## src/rtl/section_pair_consumer.sv

```systemverilog
// Pair consumer: reads unsigned b_in then signed b_in2, writes the biased, saturated sum on res_out.
// Optional res_parity output when SECTION_PAIR_CONSUMER_PARITY_EN is defined.
module section_pair_consumer #(
    parameter int                 COUNT_W  = 16,
    parameter logic signed [31:0] RES_BIAS = 32'sd0
) (
    input  logic               clk,
    input  logic               rst,
    input  logic [31:0]        b_in,
    input  logic               b_in_sync,
    output logic               b_in_notify,
    input  logic [31:0]        b_in2,
    input  logic               b_in2_sync,
    output logic               b_in2_notify,
    output logic [31:0]        res_out,
    input  logic               res_out_sync,
    output logic               res_out_notify,
    output logic               sat_flag,
    output logic [COUNT_W-1:0] pair_count
`ifdef SECTION_PAIR_CONSUMER_PARITY_EN
    ,
    output logic               res_parity
`endif
);

    typedef enum logic [1:0] {
        READ_A,
        READ_B,
        WRITE
    } state_t;

    state_t             state;
    logic [31:0]        a_reg;
    logic signed [34:0] sum;
    logic [31:0]        result;
    logic               clamp;

    // 35 bits hold any unsigned32 + signed32 + signed32 sum without overflow.
    always_comb begin
        sum    = $signed({3'b000, a_reg})
               + $signed({{3{b_in2[31]}}, b_in2})
               + $signed({{3{RES_BIAS[31]}}, RES_BIAS});
        result = sum[31:0];
        clamp  = 1'b0;
        if (sum[34:31] != {4{sum[34]}}) begin
            clamp  = 1'b1;
            result = sum[34] ? 32'h8000_0000 : 32'h7FFF_FFFF;
        end
    end

    always_ff @(posedge clk or posedge rst) begin
        if (rst) begin
            state          <= READ_A;
            a_reg          <= '0;
            b_in_notify    <= 1'b1;
            b_in2_notify   <= 1'b0;
            res_out_notify <= 1'b0;
            res_out        <= '0;
            sat_flag       <= 1'b0;
            pair_count     <= '0;
`ifdef SECTION_PAIR_CONSUMER_PARITY_EN
            res_parity     <= 1'b0;
`endif
        end else begin
            case (state)
                READ_A: begin
                    if (b_in_notify && b_in_sync) begin
                        a_reg        <= b_in;
                        b_in_notify  <= 1'b0;
                        b_in2_notify <= 1'b1;
                        state        <= READ_B;
                    end
                end
                READ_B: begin
                    if (b_in2_notify && b_in2_sync) begin
                        b_in2_notify   <= 1'b0;
                        res_out        <= result;
                        sat_flag       <= clamp;
                        res_out_notify <= 1'b1;
`ifdef SECTION_PAIR_CONSUMER_PARITY_EN
                        res_parity     <= ^result;
`endif
                        state          <= WRITE;
                    end
                end
                WRITE: begin
                    // res_out/sat_flag are left untouched so they persist after the handoff.
                    if (res_out_notify && res_out_sync) begin
                        res_out_notify <= 1'b0;
                        b_in_notify    <= 1'b1;
                        pair_count     <= pair_count + COUNT_W'(1);
                        state          <= READ_A;
                    end
                end
                default: begin
                    state          <= READ_A;
                    b_in_notify    <= 1'b1;
                    b_in2_notify   <= 1'b0;
                    res_out_notify <= 1'b0;
                end
            endcase
        end
    end

endmodule

```

## config.mk

```make
export PLATFORM = sky130hd
export DESIGN_NAME = section_pair_consumer
export DESIGN_NICKNAME = d
export VERILOG_FILES = /design/src/rtl/section_pair_consumer.sv
export SDC_FILE = /design/constraint.sdc
export NUM_CORES = 1
export LEC_CHECK = 0
export ABC_CLOCK_PERIOD_IN_PS = 3100
export CORE_UTILIZATION = 45
export CTS_CLUSTER_DIAMETER = 50
export DETAILED_ROUTE_END_ITERATION = 16
export PLACE_DENSITY = 0.75
export SETUP_SLACK_MARGIN = 0.02
export SLEW_MARGIN = 20
export SYNTH_ARGS = -nofsm -noshare
export SYNTH_HDL_FRONTEND = slang
export SYNTH_SLANG_ARGS = --single-unit
```

## constraint.sdc

```tcl
create_clock -name clk -period 3.1 [get_ports clk]
set_input_delay 0.62 -clock clk [delete_from_list [all_inputs] [get_ports clk]]
set_output_delay 0.62 -clock clk [all_outputs]
set_load 0.01 [all_outputs]
```

After elaboration in Yosys (flattened, before gate mapping)
Cells that the tools add are included.
W data, S select, Z words.

storage, ports and cells
  register bits = 86
  bits of input ports = 69
  output and inout bits = 52
  logic and storage cells = 46

operators by class
  $add $sub $neg = 2
  eq/ne operators = 6
  muxes and demuxes = 16
  bitwise operators = 3
  reduce and logical (&&, ||, !) cells = 11

operator list
  operator                 number
  $mux W32                 2
  $add A33 B32 Y34         1
  $add A16 B1 Y16 const B  1
  $reduce_and A3 Y1        4
  $pmux W1 S3              3
  $mux W1                  7
  $mux W2                  3
  $ne A2 B2 Y1 const B     3
  $pmux W2 S3              1
  $reduce_and A2 Y1        3
  $logic_and A1 B1 Y1      3
  $ne A3 B3 Y1             1
  $not A1 Y1               3
  $eq A2 B1 Y1 const B     1
  $eq A2 B2 Y1 const B     1
  $logic_not A2 Y1         1

Longest topological paths before layout
Gate-level depths: netlist of the first run.

  depth after elaboration = 3
  mapped depth = 13
  depth with buffers taken out = 11

Worst setup path after synthesis of the first run
OpenSTA, ideal clock, no wires.

  path type = input to register
  start point = input b_in2[0]
  end point = register res_out[12]
  data arrival time = 3.184 ns
  data required time = 2.977 ns
  setup slack = -0.207 ns
  stages = 12
  cell sequence = ha_1 > fa_1 > a21oi_1 > nor2_1 > o31a_1 > o211ai_1 > nand2_1 > a21bo_2 > o21a_1 > nor3_4 > buf_6 > a21oi_1

between the ends
  cells in the longest elaborated chain, start to end = 3

ends and longest elaborated chain
  what                                      RTL line  source
  start, declared                           12        input logic [31:0] b_in2,
  $add A33 B32 Y34 *                        41        + $signed({{3{b_in2[31]}}, b_in2})
  $ne A3 B3 Y1 or $mux W32 (tied branches)  45, 47
  $mux W32 *                                45        if (sum[34:31] != {4{sum[34]}}) begin
  end signal, assigned                      77        res_out <= result;
  end, declared                             15        output logic [31:0] res_out,

Every way passes the cells marked *; elsewhere a longest branch is shown, timed or not.
A chain may end at the register's enable or synchronous reset.

Final worst setup path of the first run
  start point = input b_in2[4]
  end point = register res_out[22]

The elaborated chain is that of the path after synthesis.

==> impl_metrics.toml, run 1 <==
[place]
postPlaceCellArea_um2 = 7834
io_buffers = 120
dp_hpwl_um = 12040
pre_cts_slack_ns = -0.5877
placedCellCount = 957
gp_congestion = 0.8933

[final_layout]
final_util_pct = 73.03
fillers = 838
ff_latch_area_um2 = 2153
final_cells = 993
multiInputGateArea_um2 = 3677
antenna_cells = 0
fin_nets = 945
drive_gt1_share_pct = 34.16
design_area_um2 = 8772
area_delta_synth_final_pct = 57.87

[cts]
path_clk_slew_ns = 0.07
clk_path_buf_depth = 2
cts_sinks = 86
htreeDepth = 3
cts_buffers = 9
clk_latency_ns = 0.36
cts_tree = "built"
cts_root_buffer = "clkbuf_16"

[setup_path]
r2r_cells = 13
path_class = "primary input to flop"
r2r-start = "a_reg[0]"
cp_max_fo = 4
rrSetupSlack_ns = -0.08
cp_data_arrival_time_ns = 3.48
endpoint_kind = "flop"
required_ns = 3.37
r2r-end = "res_out[27]"
cp-start-kind = "primary input"

[sta]
max_freq_mhz = 311.9
setup_slack_ns = -0.1065
fin_skew_ns = 0.007168
worstMarginPinSlew_ns = 0.7124
rsz0062_at_grt = "true"
drv_slew = 0
fin_setup_tns_ns = -2.508
post-route-period-util_pct = 103.4
hold_viol = 0
setup_viol = 31
relSlewSlack_pct = 52.45
layout_min_cycle_time_ns = 3.207

[worst_hold_path]
holdPathEnd = "pair_count[15]"
hold_path.class = "flop to flop"
min-delay-start = "pair_count[15]"
holdPathStages = 1

[global_routing]
grt_max_degree = 39
grtUsageTotal_pct = 26.32
grt_pass1_wl_um = 26650
grt_pass1_vias = 5693
antenna_found_initial = 0
overflow = 0

[run]
maxCapViolCount = 0

[route]
routed_wl_um = 17830
dr.pass1.iters = 7
post-route-drc-count = 0
viasPerCell = 5.778
drtIter0Drc = 391
vias = 5738
antenna_left = 0
routedWlPerCell_um = 17.95

[floorplan]
initial_core_util_pct = 46.26
rows = 40
die_h_um = 113.1
die_w_um = 113.1
core-area_um2 = 12010
pin_count = 121
dieArea_um2 = 12800

[synthesis]
async_flop_share_pct = 100.0
synth_cell_type_count = 69
syn_inst = 591
yosysWarnings = 0
ys_ff_latch = 86
synth_area_um2 = 5557
syn_nets = 695
synth_ff_type = "dfrtp_1"
yosysSeqAreaShare_pct = 38.75
synth.avg_cell_area_um2 = 9.402
synth_edf_count = 0

[pwr]
peakVddDrop_mv = 0.2833
powerDensity_nw_per_um2 = 303.5
power_leakage_nw = 3.971

[outcome]
outcome = "finished, violations left"
violations = "negative setup slack"
## final cells by class
cell class              instances  share of cell area, %
well taps                     147                  2.097
repair buffers                264                  27.14
clock buffers                   9                  2.567
flip-flops and latches         86                  24.55
inverters                      17                 0.7417
clock inverters                 7                 0.9842
multi-input cells             463                  41.92
## stage by stage
stage	total power, W	hold slack (ns)
after floorplan	0.001296	0.4849
after global placement	0.001470	0.4617
after detailed placement	0.001480	0.4662
after CTS	0.002648	0.4757
after global routing	0.002752	0.5103
final	0.002662	0.4686
## worst max-delay path by stage
stage                   start          end  slack, ns
CTS                 b_in2[13]  res_out[29]     -0.005
global placement     b_in2[0]  res_out[29]      -0.52
floorplan            b_in2[0]  res_out[12]      -0.01
detailed placement   b_in2[0]  res_out[16]      -0.59
global route         b_in2[2]  res_out[22]      -0.20
finish               b_in2[4]  res_out[22]      -0.11
## per-layer routing
layer	wire length [µm]	part of all wire (%)	global-route usage [%]
met5	0	0	0
met4	569	3.2	9.211
met3	1022	5.7	5.196
met2	9188	52	47.53
met1	7044	40	31.05
## kinds of logic after synthesis
logic type | count (synthesis) | share of synthesized area, %
adder cells (fa/ha/maj) | 35 | 8.016
AO/OA/AOI/OAI | 187 | 21.86
buffers and inverters | 42 | 3.738
XOR/XNOR | 42 | 6.620
multiplexers | 33 | 6.665
flip-flops | 86 | 38.75
AND/OR/NAND/NOR | 166 | 14.34
## layout by cell type, fill, tap and decap left out, types with 9 or more instances in the layout
cell type,count
mux2_2,32
dfrtp_1,85
xor2_1,17
ha_1,19
ha_4,11
o21ai_0,13
buf_4,128
a21oi_1,37
buf_6,10
inv_1,16
a21oi_2,29
nand3_1,16
clkbuf_16,10
nand2_1,42
nor2_1,53
xnor2_1,25
a21o_1,10
o21ai_2,9
o21ai_1,23
clkdlybuf4s50_1,111
## where the power goes
part           internal, W  total [W]  switching (W)
Combinational     0.000207   0.000397       0.000189
Sequential         0.00112    0.00112              0
Clock             0.000644    0.00114       0.000500
## critical path, stage by stage
cell and delay, ns:
dlygate4sd2_1 0.26, ha_4 0.28, nand3_2 0.09, o2111a_2 0.28, or4_4 0.56, o211a_4 0.19, o21ai_4 0.19, a22oi_2 0.12
o311ai_4 0.36, nor3_4 0.09, buf_6 0.15, buf_4 0.13, o22ai_1 0.13
## synth_stat cells, types with 10 or more instances
cell | n | area share (%)
mux2_2 | 32 | 6.5
nand3_1 | 18 | 1.6
a21oi_1 | 60 | 5.4
clkbuf_1 | 15 | 1.0
xnor2_1 | 25 | 3.9
nand2_1 | 42 | 2.8
a21o_1 | 10 | 1.4
inv_1 | 17 | 1.1
nor2_1 | 55 | 3.7
xor2_1 | 17 | 2.7
nor3_1 | 10 | 0.90
o21ai_1 | 20 | 1.8
dfrtp_1 | 85 | 38
ha_1 | 34 | 7.7
o21ai_0 | 26 | 2.3
## timing repair
action                     CTS  global route
cloned                       1             3
setup endpoints to repair   33            33
resized for setup           55            60
buffers inserted            10             6
hold buffers                 0             0
pin swaps                   16            34
Note: power is estimated with default switching activity, not from simulation.
==> run 2: changes to the inputs <==
Settings changed: GPL_TIMING_DRIVEN set to 0.
==> run 2 against run 1 <==
The run now ends clean. Clock skew is essentially flat. Routed wire length down 6.2%. Flip-flop and latch count did not move. Highest routed layer unchanged.
==> impl_metrics.toml, run 2 (same netlist as run 1, synthesis figures left out) <==
[route]
viasPerCell = 5.762
post-route-drc-count = 0
dr.pass1.iters = 6
drtIter0Drc = 416
routedWlPerCell_um = 18.06
antenna_left = 0
routed_wl_um = 16720
vias = 5336

[worst_hold_path]
holdPathStages = 1
hold_path.class = "flop to flop"

[floorplan]
dieArea_um2 = 12800
die_w_um = 113.1
rows = 40
core-area_um2 = 12010
pin_count = 121
die_h_um = 113.1
initial_core_util_pct = 46.26

[sta]
drv_slew = 0
fin_skew_ns = 0.007039
worstMarginPinSlew_ns = 0.9569
fin_setup_tns_ns = 0
hold_viol = 0
layout_min_cycle_time_ns = 3.099
relSlewSlack_pct = 35.97
setup_viol = 0
post-route-period-util_pct = 99.97
max_freq_mhz = 322.7
rsz0062_at_grt = "true"

[final_layout]
final_cells = 926
fin_nets = 877
final_cell_mix = "103 x clkdlybuf4s50_1, 84 x dfrtp_1, 54 x nor2_1"
layout_commonest_cell = "clkdlybuf4s50_1"
drive_gt1_share_pct = 32.65
multiInputGateArea_um2 = 4006
ff_latch_area_um2 = 2155
area_delta_synth_final_pct = 54.42
fillers = 847

[place]
dp_hpwl_um = 10950
gp_congestion = 0.8852
placedCellCount = 859
io_buffers = 120

[global_routing]
grt_pass1_wl_um = 26180
grtUsageTotal_pct = 25.93
grt_pass1_vias = 5283
antenna_found_initial = 1
overflow = 0
grt_max_degree = 49

[cts]
cts_sinks = 86
cts_buffers = 9
htreeDepth = 3
path_clk_slew_ns = 0.07
cts_tree = "built"
clk_path_buf_depth = 2
cts_root_buffer = "clkbuf_16"
clk_latency_ns = 0.36

[setup_path]
r2r_cells = 12
required_ns = 3.38
path_class = "primary input to flop"
cp-start-kind = "primary input"
cp_max_fo = 6
cp_data_arrival_time_ns = 3.38
endpoint_kind = "flop"

[outcome]
outcome = "finished clean"

[run]
maxCapViolCount = 0

[pwr]
power_leakage_nw = 3.671
powerDensity_nw_per_um2 = 303.5
peakVddDrop_mv = 0.2690
## run 2: path summary, 6_finish.rpt
path / from / endpoint / slack (ns)
worst min-delay path: pair_count[15] / pair_count[15] / 0.48
worst max-delay path: b_in2[14] / res_out[10] / 0.0009
worst max register to register: a_reg[3] / res_out[10] / 0.01
worst min register to register: pair_count[15] / pair_count[15] / 0.48
min in group asynchronous: rst / pair_count[14] / 0.66
max in group asynchronous: rst / b_in_notify / 1.78
## run 2: cell type report
type | instances | share of cell area, %
repair buffers | 177 | 19.80
inverters | 17 | 0.7728
clock buffers | 10 | 2.785
plain buffers | 19 | 2.056
clock inverters | 6 | 0.6124
diodes | 1 | 0.02916
well taps | 147 | 2.143
flip-flops and latches | 86 | 25.11
multi-input cells | 463 | 46.69
## run 2: worst max-delay path, cell delays in order
cell and delay, ns:
dlygate4sd2_1 0.23, ha_1 0.29, clkbuf_8 0.15, nand4_1 0.12, or4_4 0.60, o211a_4 0.18
o21ai_4 0.21, a22oi_2 0.10, o311ai_4 0.35, nor3_4 0.10, buf_6 0.17, clkbuf_16 0.15
a21oi_2 0.11
## run 2: routing by layer
layer	GRT usage, %	part of all wire (%)
met1	32.03	43
met2	45.48	50
met3	5.892	4.8
met4	7.018	1.7
met5	0	0
## run 2: repair_timing
| action | in CTS | in global routing |
|---|---|---|
| endpoints found under the hold margin | 0 | 0 |
| pin swaps | 50 | 42 |
| gates resized for setup | 120 | 77 |
| endpoints found under the setup margin | 33 | 32 |
| buffers inserted | 45 | 10 |
| gates cloned | 4 | 1 |
| hold buffers | 0 | 0 |
## run 2: per-stage QoR
| step | worst slack [ns] | area, µm² | utilization, % | total power [W] | hold slack, ns |
|---|---|---|---|---|---|
| floorplan | -0.01244 | 5637 | - | 0.001296 | 0.4849 |
| global placement | -1.030 | 7022 | 58.46 | 0.001423 | 0.4618 |
| detailed placement | -1.108 | 7052 | 58.71 | 0.001433 | 0.4671 |
| CTS | 0.004954 | 8158 | 67.92 | 0.002568 | 0.4761 |
| global route | -0.07536 | 8581 | 71.44 | 0.002688 | 0.4870 |
| finish | 0.0008735 | 8581 | 71.44 | 0.002604 | 0.4775 |
## run 2: report_power, final
group | total, W | internal [W] | leakage [nW] | switching (W)
combinational | 0.000414 | 0.000209 | 2.35 | 0.000205
sequential | 0.00112 | 0.00112 | 1.19 | 0
clock | 0.00107 | 0.000576 | 0.137 | 0.000492
total | 0.00260 | 0.00191 | 3.67 | 0.000697
==> run 3: changes to the inputs <==
Settings changed: MAX_ROUTING_LAYER set to met4.
==> run 3 against run 2 <==
First-iteration DRC count is 39% lower. Power is 1.7% higher. Largest power group is now clock. Sequential power barely moved. Critical endpoint is now res_out[17].
==> impl_metrics.toml, run 3 (same netlist as run 1, synthesis figures left out) <==
[outcome]
outcome = "finished clean"

[sta]
fin_skew_ns = 0.01370
post-route-period-util_pct = 98.31
relSlewSlack_pct = 37.72
drv_slew = 0
setup_viol = 0
rsz0062_at_grt = "true"
layout_min_cycle_time_ns = 3.048
max_freq_mhz = 328.1
hold_viol = 0
worstMarginPinSlew_ns = 0.9308

[setup_path]
r2r-end = "res_out[18]"
r2r-start = "a_reg[0]"
worstSetupStartpoint = "b_in2[16]"
r2r_cells = 12
cp.buffers_inverters = 4
path_class = "primary input to flop"
cpPeakStageDelay_ns = 0.47
crit_slowest_cell = "clkdlybuf4s50_1"
worstPathCellList = "clkdlybuf4s50_1, ha_4, nand2_1, a21oi_2, o2111ai_2, a21oi_2, nand3_4, buf_4, a21boi_2, o21a_1, nor3_4, buf_6, buf_8, a21oi_1"
path_depth = 14
rrSetupSlack_ns = 0.06
crit_family = "compound AO/OA/AOI/OAI gates"
cp_data_arrival_time_ns = 3.33
cpMostUsedCell = "a21oi_2"
endpoint_kind = "flop"
required_ns = 3.38
cp-start-kind = "primary input"
crit_end = "res_out[17]"
cp_max_fo = 7

[global_routing]
overflow = 0
grt_max_degree = 49
antenna_found_initial = 0
grt_pass1_vias = 5137
grtUsageTotal_pct = 25.74
grt_pass1_wl_um = 25090

[cts]
cts_sinks = 86
cts_tree = "built"
clk_latency_ns = 0.37
clk_path_buf_depth = 2
cts_root_buffer = "clkbuf_16"
cts_buffers = 9
htreeDepth = 3
path_clk_slew_ns = 0.07
cts_hold_buf = 0

[route]
top_layer_used = "met4"
viasPerCell = 5.695
drtIter0Drc = 253
route.met3.wl_um = 712
wl_met1_um = 7060
dr.pass1.iters = 5
wl_met2_um = 7894
antenna_left = 0
post-route-drc-count = 0
routedWlPerCell_um = 17.31
routed_wl_um = 15870
vias = 5222

[floorplan]
core-area_um2 = 12010
die_h_um = 113.1
dieArea_um2 = 12800
rows = 40
pin_count = 121
initial_core_util_pct = 46.26
die_w_um = 113.1

[final_layout]
fillers = 911
layout_commonest_cell = "clkdlybuf4s50_1"
final_cell_mix = "103 x clkdlybuf4s50_1, 84 x dfrtp_1, 54 x nor2_1"
antenna_cells = 0
area_delta_synth_final_pct = 51.09
fin_nets = 869
drive_gt1_share_pct = 29.74
final_util_pct = 69.90

[place]
dp_hpwl_um = 10750
gp_congestion = 0.8784
io_buffers = 120

[pwr]
total_power_w = 0.002649
powerDensity_nw_per_um2 = 315.5
peakVddDrop_mv = 0.3181
power_leakage_nw = 3.641

[worst_hold_path]
hold_path.class = "flop to flop"

[run]
maxCapViolCount = 0
[run 3: changes by cell type in the layout (fill, tap and decap cells not counted), sizes merged]
cell	delta
inv	+2
diode	-1
buf	-8
clkinvlp	-2
clkbuf	-1
bufinv	+1
dlygate4sd2	-1
dlymetal6s2s	+1
[run 3: report_power, final]
group	internal, W	total [W]	switching, W
Sequential	0.00112	0.00112	0
Clock	0.000636	0.00114	0.000503
Combinational	0.000200	0.000388	0.000187
Total	0.00196	0.00265	0.000691
[run 3: worst reg2reg max path: cells and delay by family, from the launching register on]
family                     cells  cell delay (ns)
and+or+nand+nor                2             0.57
DFF                            1             0.41
adders and majority gates      2             0.55
AOI/OAI and AO/OA              6             1.13
xor gates and xnor gates       1             0.14
buffers and inverters          1             0.17
[run 3: layer usage]
metal,global-route usage [%],vias to the layer above
met5,-,-
met4,7.719,0
met3,4.660,14
met2,42.17,148
met1,32.46,2547
li1,-,2513
[run 3: what timing repair did]
| action | 4_1_cts | 5_1_grt |
|---|---|---|
| gates resized for setup | 105 | 62 |
| hold endpoints to repair | 0 | 0 |
| pin swaps | 64 | 25 |
| gates cloned | 3 | 1 |
| setup buffers | 37 | 7 |
| setup endpoints to repair | 33 | 33 |
[run 3: through the flow]
step	cells	hold WS, ns	area, µm²	TNS, ns	setup WS, ns
after floorplan	591	0.4849	5637	-0.1004	-0.01244
after global placement	858	0.4621	7022	-118.34	-1.033
after detailed placement	859	0.4617	7052	-32.97	-1.066
after CTS	910	0.4757	8087	0	0.01944
after global routing	917	0.4886	8396	-0.2791	-0.03713
final	917	0.4676	8396	0	0.05234
[run 3: worst min path at each step]
| stage | slack (ns) | to | cells after the start | start |
|---|---|---|---|---|
| 2_1_floorplan | 0.48 | a_reg[27] | 1 | a_reg[27] |
| 3_3_place_gp | 0.46 | pair_count[15] | 1 | pair_count[15] |
| 3_5_place_dp | 0.46 | pair_count[15] | 1 | pair_count[15] |
| 4_1_cts | 0.48 | pair_count[15] | 1 | pair_count[15] |
| 5_1_grt | 0.49 | pair_count[15] | 1 | pair_count[15] |
| 6_report | 0.47 | pair_count[15] | 1 | pair_count[15] |
[run 3: cell type report]
type,instances,area (µm²),share of cell area [%]
Sequential cell,86,2155,25.66
Clock buffer,9,225.2,2.683
Multi-Input combinational cell,463,3852,45.89
Tap cell,147,183.9,2.191
Inverter,17,66.31,0.7899
Timing Repair Buffer,169,1658,19.75
Clock inverter,7,78.83,0.9389
Buffer,19,176.4,2.101
